$ cat src/rtl/riscv_pkg.sv
// Shared definitions for the in-order RISC-V pipeline: NOP encoding,
// fetch FSM states and the sequential pc increment.
package riscv_pkg;

  localparam logic [31:0] NOP    = 32'h0000_0013;
  localparam logic [31:0] PC_INC = 32'd4;

  typedef enum logic [1:0] {
    FETCH = 2'd0,
    WAIT  = 2'd1,
    HOLD  = 2'd2
  } fetch_state_e;

endpackage

$ cat src/rtl/fetching_stage.sv
// Instruction fetch: owns the pc, keeps one cache read in flight and feeds the
// fetch/decode register. Optional misaligned-target trap: FETCH_MISALIGN_TRAP_EN.
module fetching_stage
  import riscv_pkg::*;
#(
  parameter logic [31:0] RESET_PC = 32'h0000_0000
) (
  input  logic        CLK,
  input  logic        RST,
  input  logic        STALL_FETCHING_STAGE,
  input  logic        BRANCH_TAKEN,
  input  logic [31:0] BRANCH_TARGET,
  output logic        INS_CACHE_REQ,
  output logic [31:0] INS_CACHE_ADDRESS,
  input  logic        INS_CACHE_READY,
  input  logic        INS_CACHE_RVALID,
  input  logic [31:0] INS_CACHE_RDATA,
  output logic [31:0] INSTRUCTION,
  output logic [31:0] PC_OUT,
  output logic        PC_VALID,
  output logic        INSTRUCTION_MISALIGNED
);

  fetch_state_e state_q, state_d;
  logic [31:0]  pc_q, pc_d;
  logic         discard_q, discard_d;
  logic         parked_q, parked_d;
  logic [31:0]  hold_instr_q, hold_instr_d;
  logic [31:0]  hold_pc_q, hold_pc_d;
  logic [31:0]  instr_q, instr_d;
  logic [31:0]  pc_out_q, pc_out_d;
  logic         valid_q, valid_d;
  logic         mis_q, mis_d;

  logic [31:0]  target;
  logic         mis_branch;
  logic         req;
  logic         accept;

`ifdef FETCH_MISALIGN_TRAP_EN
  assign target     = BRANCH_TARGET;
  assign mis_branch = BRANCH_TAKEN && (BRANCH_TARGET[1:0] != 2'b00);
`else
  logic unused_target_bits;
  assign unused_target_bits = ^BRANCH_TARGET[1:0];
  assign target     = {BRANCH_TARGET[31:2], 2'b00};
  assign mis_branch = 1'b0;
`endif

  // A parked fetcher (after a misaligned trap) stays in FETCH but stops requesting.
  assign req    = (state_q == FETCH) && !parked_q;
  assign accept = req && INS_CACHE_READY;

  always_comb begin
    state_d      = state_q;
    pc_d         = pc_q;
    discard_d    = discard_q;
    parked_d     = parked_q;
    hold_instr_d = hold_instr_q;
    hold_pc_d    = hold_pc_q;
    instr_d      = instr_q;
    pc_out_d     = pc_out_q;
    valid_d      = STALL_FETCHING_STAGE ? valid_q : 1'b0;
    mis_d        = STALL_FETCHING_STAGE ? mis_q : 1'b0;

    if (BRANCH_TAKEN) begin
      // Redirect beats stall: the decode register is invalidated even when held.
      pc_d     = target;
      valid_d  = 1'b0;
      mis_d    = 1'b0;
      parked_d = mis_branch;
      case (state_q)
        FETCH: begin
          if (accept) begin
            state_d   = WAIT;
            discard_d = 1'b1;
          end
        end
        WAIT: begin
          if (INS_CACHE_RVALID) begin
            state_d   = FETCH;
            discard_d = 1'b0;
          end else begin
            discard_d = 1'b1;
          end
        end
        default: state_d = FETCH;
      endcase
      if (mis_branch) begin
        instr_d  = NOP;
        pc_out_d = BRANCH_TARGET;
        valid_d  = 1'b1;
        mis_d    = 1'b1;
      end
    end else begin
      case (state_q)
        FETCH: begin
          if (accept) state_d = WAIT;
        end
        WAIT: begin
          if (INS_CACHE_RVALID) begin
            if (discard_q) begin
              discard_d = 1'b0;
              state_d   = FETCH;
            end else if (STALL_FETCHING_STAGE) begin
              hold_instr_d = INS_CACHE_RDATA;
              hold_pc_d    = pc_q;
              pc_d         = pc_q + PC_INC;
              state_d      = HOLD;
            end else begin
              instr_d  = INS_CACHE_RDATA;
              pc_out_d = pc_q;
              valid_d  = 1'b1;
              pc_d     = pc_q + PC_INC;
              state_d  = FETCH;
            end
          end
        end
        HOLD: begin
          if (!STALL_FETCHING_STAGE) begin
            instr_d  = hold_instr_q;
            pc_out_d = hold_pc_q;
            valid_d  = 1'b1;
            state_d  = FETCH;
          end
        end
        default: state_d = FETCH;
      endcase
    end
  end

  always_ff @(posedge CLK) begin
    if (RST) begin
      state_q      <= FETCH;
      pc_q         <= RESET_PC;
      discard_q    <= 1'b0;
      parked_q     <= 1'b0;
      hold_instr_q <= NOP;
      hold_pc_q    <= 32'h0;
      instr_q      <= NOP;
      pc_out_q     <= 32'h0;
      valid_q      <= 1'b0;
      mis_q        <= 1'b0;
    end else begin
      state_q      <= state_d;
      pc_q         <= pc_d;
      discard_q    <= discard_d;
      parked_q     <= parked_d;
      hold_instr_q <= hold_instr_d;
      hold_pc_q    <= hold_pc_d;
      instr_q      <= instr_d;
      pc_out_q     <= pc_out_d;
      valid_q      <= valid_d;
      mis_q        <= mis_d;
    end
  end

  assign INS_CACHE_REQ          = req;
  assign INS_CACHE_ADDRESS      = pc_q;
  assign INSTRUCTION            = instr_q;
  assign PC_OUT                 = pc_out_q;
  assign PC_VALID               = valid_q;
  assign INSTRUCTION_MISALIGNED = mis_q;

endmodule

$ cat config.mk
export PLATFORM = sky130hd
export DESIGN_NAME = fetching_stage
export DESIGN_NICKNAME = d
export VERILOG_FILES = /design/src/rtl/riscv_pkg.sv /design/src/rtl/fetching_stage.sv
export SDC_FILE = /design/constraint.sdc
export NUM_CORES = 1
export LEC_CHECK = 0
export ABC_AREA = 1
export BUFFER_PORTS_ARGS = -buffer_cell sky130_fd_sc_hd__buf_4
export CAP_MARGIN = 20
export CORE_ASPECT_RATIO = 0.6
export CORE_MARGIN = 10
export CORE_UTILIZATION = 50
export DETAILED_ROUTE_END_ITERATION = 10
export GPL_ROUTABILITY_DRIVEN = 0
export HOLD_SLACK_MARGIN = 0.03
export PLACE_DENSITY = 0.77
export SETUP_SLACK_MARGIN = 0.1
export SYNTH_ARGS = -nofsm -noshare
export SYNTH_HDL_FRONTEND = slang
export SYNTH_SLANG_ARGS = --single-unit
$ cat constraint.sdc
create_clock -name CLK -period 1.7 [get_ports CLK]
set_input_delay 0.255 -clock CLK [delete_from_list [all_inputs] [get_ports CLK]]
set_output_delay 0.255 -clock CLK [all_outputs]
set_load 0.01 [all_outputs]
==> reports/qor.yml <==
yosys:
  ys.flop_type: "dfxtp_1"
  synthCells: 990
  synth_warnings: 0
  synthArstFlopShare_pct: 0
  synth_edf_count: 0
  avgSynthCellArea_um2: 7.10
  synth_cell_types: 35
  synth_area_um2: 7030
  ys_seq_elements: 158
  synth-seq-area-share_pct: 45.0
placed_design:
  place_ws_ps: -62.8
  dp_hpwl_um: 15700
  dp.cells: 1330
  io_buffer_count: 161
run_status:
  status: "completed"
worst_setup_path:
  cp-end-kind: "flop"
  start_kind: "flop"
  crit_start: "state_q[1]"
  crit_required_ps: 2020
  crit_path_max_fanout: 9
  rr_worst_depth: 11
  arrival_ps: 1940
  critPathKind: "reg2reg"
  reg2reg_from: "state_q[1]"
clocking:
  ctsRootBufferMaster: "clkbuf_16"
  cts_buffers: 17
  clkSlewWorstSetupHoldPaths_ps: 70
  clock_sinks: 158
  clock_latency_ps: 430
  cts_tree: "done"
  clock_path_buffers: 2
  cts_max_level: 4
hold_path:
  min_path_type: "in2reg"
  holdPathStages: 3
  min_from: "INS_CACHE_RDATA[5]"
global_route:
  overflow: 0
  grt_pass1_vias: 6866
  grt_usage_pct: 22.8
  grt_max_degree: 49
  grt_pass1_wl_um: 36700
  antenna_found_initial: 0
sta:
  fin_ws_ps: 76.3
  clock.fmax_mhz: 616
  fin_skew_ps: 11.3
  setup_viol: 0
  slew_violations: 0
  rsz0062_at_grt: "yes"
  final_hold_viol_count: 0
  period_minus_slack_ps: 1620
  fin_crit_sh_pct: 95.5
pwr:
  finalPower_mw: 9.02
  power_leakage_nw: 4.22
  peakVddDrop_mv: 0.640
  power.density_nw_per_um2: 912
floorplan:
  rows: 33
  die_w_um: 173
  fp.coreArea_um2: 13700
  initial_core_util_pct: 51.3
  pin_count: 169
  die_area_um2: 19400
  die_h_um: 112
cells_and_area:
  n_fill_cell: 1093
  area_growth_syn_to_layout_pct: 40.7
  regArea_um2: 3180
  num_antenna_cells: 0
  nets: 1249
  stdcell_count: 1380
  drive_gt1_share_pct: 28.0
  multiInputGateArea_um2: 3570
drt:
  drtIter0Drc: 796
  vias: 7691
  drt-wirelength-per-cell_um: 18.2
  finalWirelength_um: 25200
  dr.pass1.iters: 6
  via_per_inst: 5.57
  post-route-drc-count: 0
  postRouteAntennaNets: 0
flow_run:
  maxCapViolCount: 0
-- cell usage after synthesis (7+ instances only) --
master	number	area share [%]
buf_2	27	1.9
xor2_1	7	0.87
nand3_1	41	2.9
inv_1	58	3.1
o21ai_1	11	0.78
buf_4	9	0.96
a31oi_1	70	6.2
o21ai_0	130	9.3
dfxtp_1	158	45
nor2_1	113	6.0
a21oi_1	47	3.3
nand2_1	245	13
clkbuf_1	31	1.7
-- report_power, final --
group	switching [mW]	internal [mW]	leakage [nW]
Clock	1.69	2.09	0.268
Sequential	0.121	3.86	1.29
Combinational	0.682	0.564	2.67
-- layer usage --
metal | vias to the layer above | part of all wire [%] | track usage (%)
met2 | 439 | 41 | 33.0
met5 | - | 0 | 0
met3 | 43 | 11 | 6.82
li1 | 3672 | - | -
met4 | 0 | 1.5 | 5.61
met1 | 3537 | 46 | 32.2
-- state kept, by name (all words and copies together) (netlist names) --
name               cells
INSTRUCTION           32
hold_instr_q          32
INS_CACHE_ADDRESS     30
PC_OUT                30
hold_pc_q             30
state_q                2
PC_VALID               1
discard_q              1
-- placed cells by master, fill, tap and decap left out, drive strengths merged, types with 2 or more instances in the layout --
cell type and instances:
nor2 121, dfxtp 158, xor2 7, nand3 41, nor3 4, ha 4
inv 66, a31oi 70, nand4 3, clkinv 4, o211ai 5, a21oi 47
o21ai 141, a221oi 2, conb 5, clkbuf 27, nand2 247, buf 222
clkinvlp 4
-- through the flow --
stage                     area, um^2  hold WS, ps  utilization, %  setup TNS (ps)
after floorplan                 7040          381               -               0
after global placement          8660          445            63.2               0
after detailed placement        8660          453            63.2            -723
after CTS                       9390         50.8            68.5               0
after global routing            9890         60.9            72.1               0
final                           9890         58.0            72.1               0
-- what timing repair did --
action / in CTS / in global routing
hold buffers: 0 / 0
gates resized for setup: 17 / 102
pin swaps: 4 / 12
cloned: 2 / 9
setup buffers: 3 / 4
setup endpoints to repair: 140 / 146
-- area by class of cell --
class                   instances  share of cell area, %
inverters                      63                   2.61
flip-flops and latches        158                   32.1
clock inverters                12                   1.28
repair buffers                230                   20.9
multi-input cells             705                   36.1
clock buffers                  20                   4.52
well taps                     192                   2.43
-- worst paths after layout --
kind                       to  slack [ps]
max reg2reg  hold_instr_q[24]          80
max          hold_instr_q[24]          80
min           hold_instr_q[5]          60
min reg2reg   INSTRUCTION[21]         470
-- critical path, stage by stage (launching register included) --
cell,delay (ps)
dfxtp_4,360
inv_4,60
ha_4,150
inv_4,50
nor2_8,100
inv_4,60
nor2_4,130
buf_12,200
inv_8,60
clkbuf_16,170
nor2_1,100
nor2_1,60
-- kinds of logic (layout without fill, tap and decap cells) --
logic type	count (synthesis)	count (layout)	synth area share [%]
adders and majority gates	4	4	0.712
and+or+nand+nor	420	420	24.4
buffers and inverters	131	325	7.96
other	1	5	0.0533
xor gates and xnor gates	8	8	0.997
DFF	158	158	45.0
AOI/OAI and AO/OA	268	268	20.9
(Power assumes the default switching activity.)
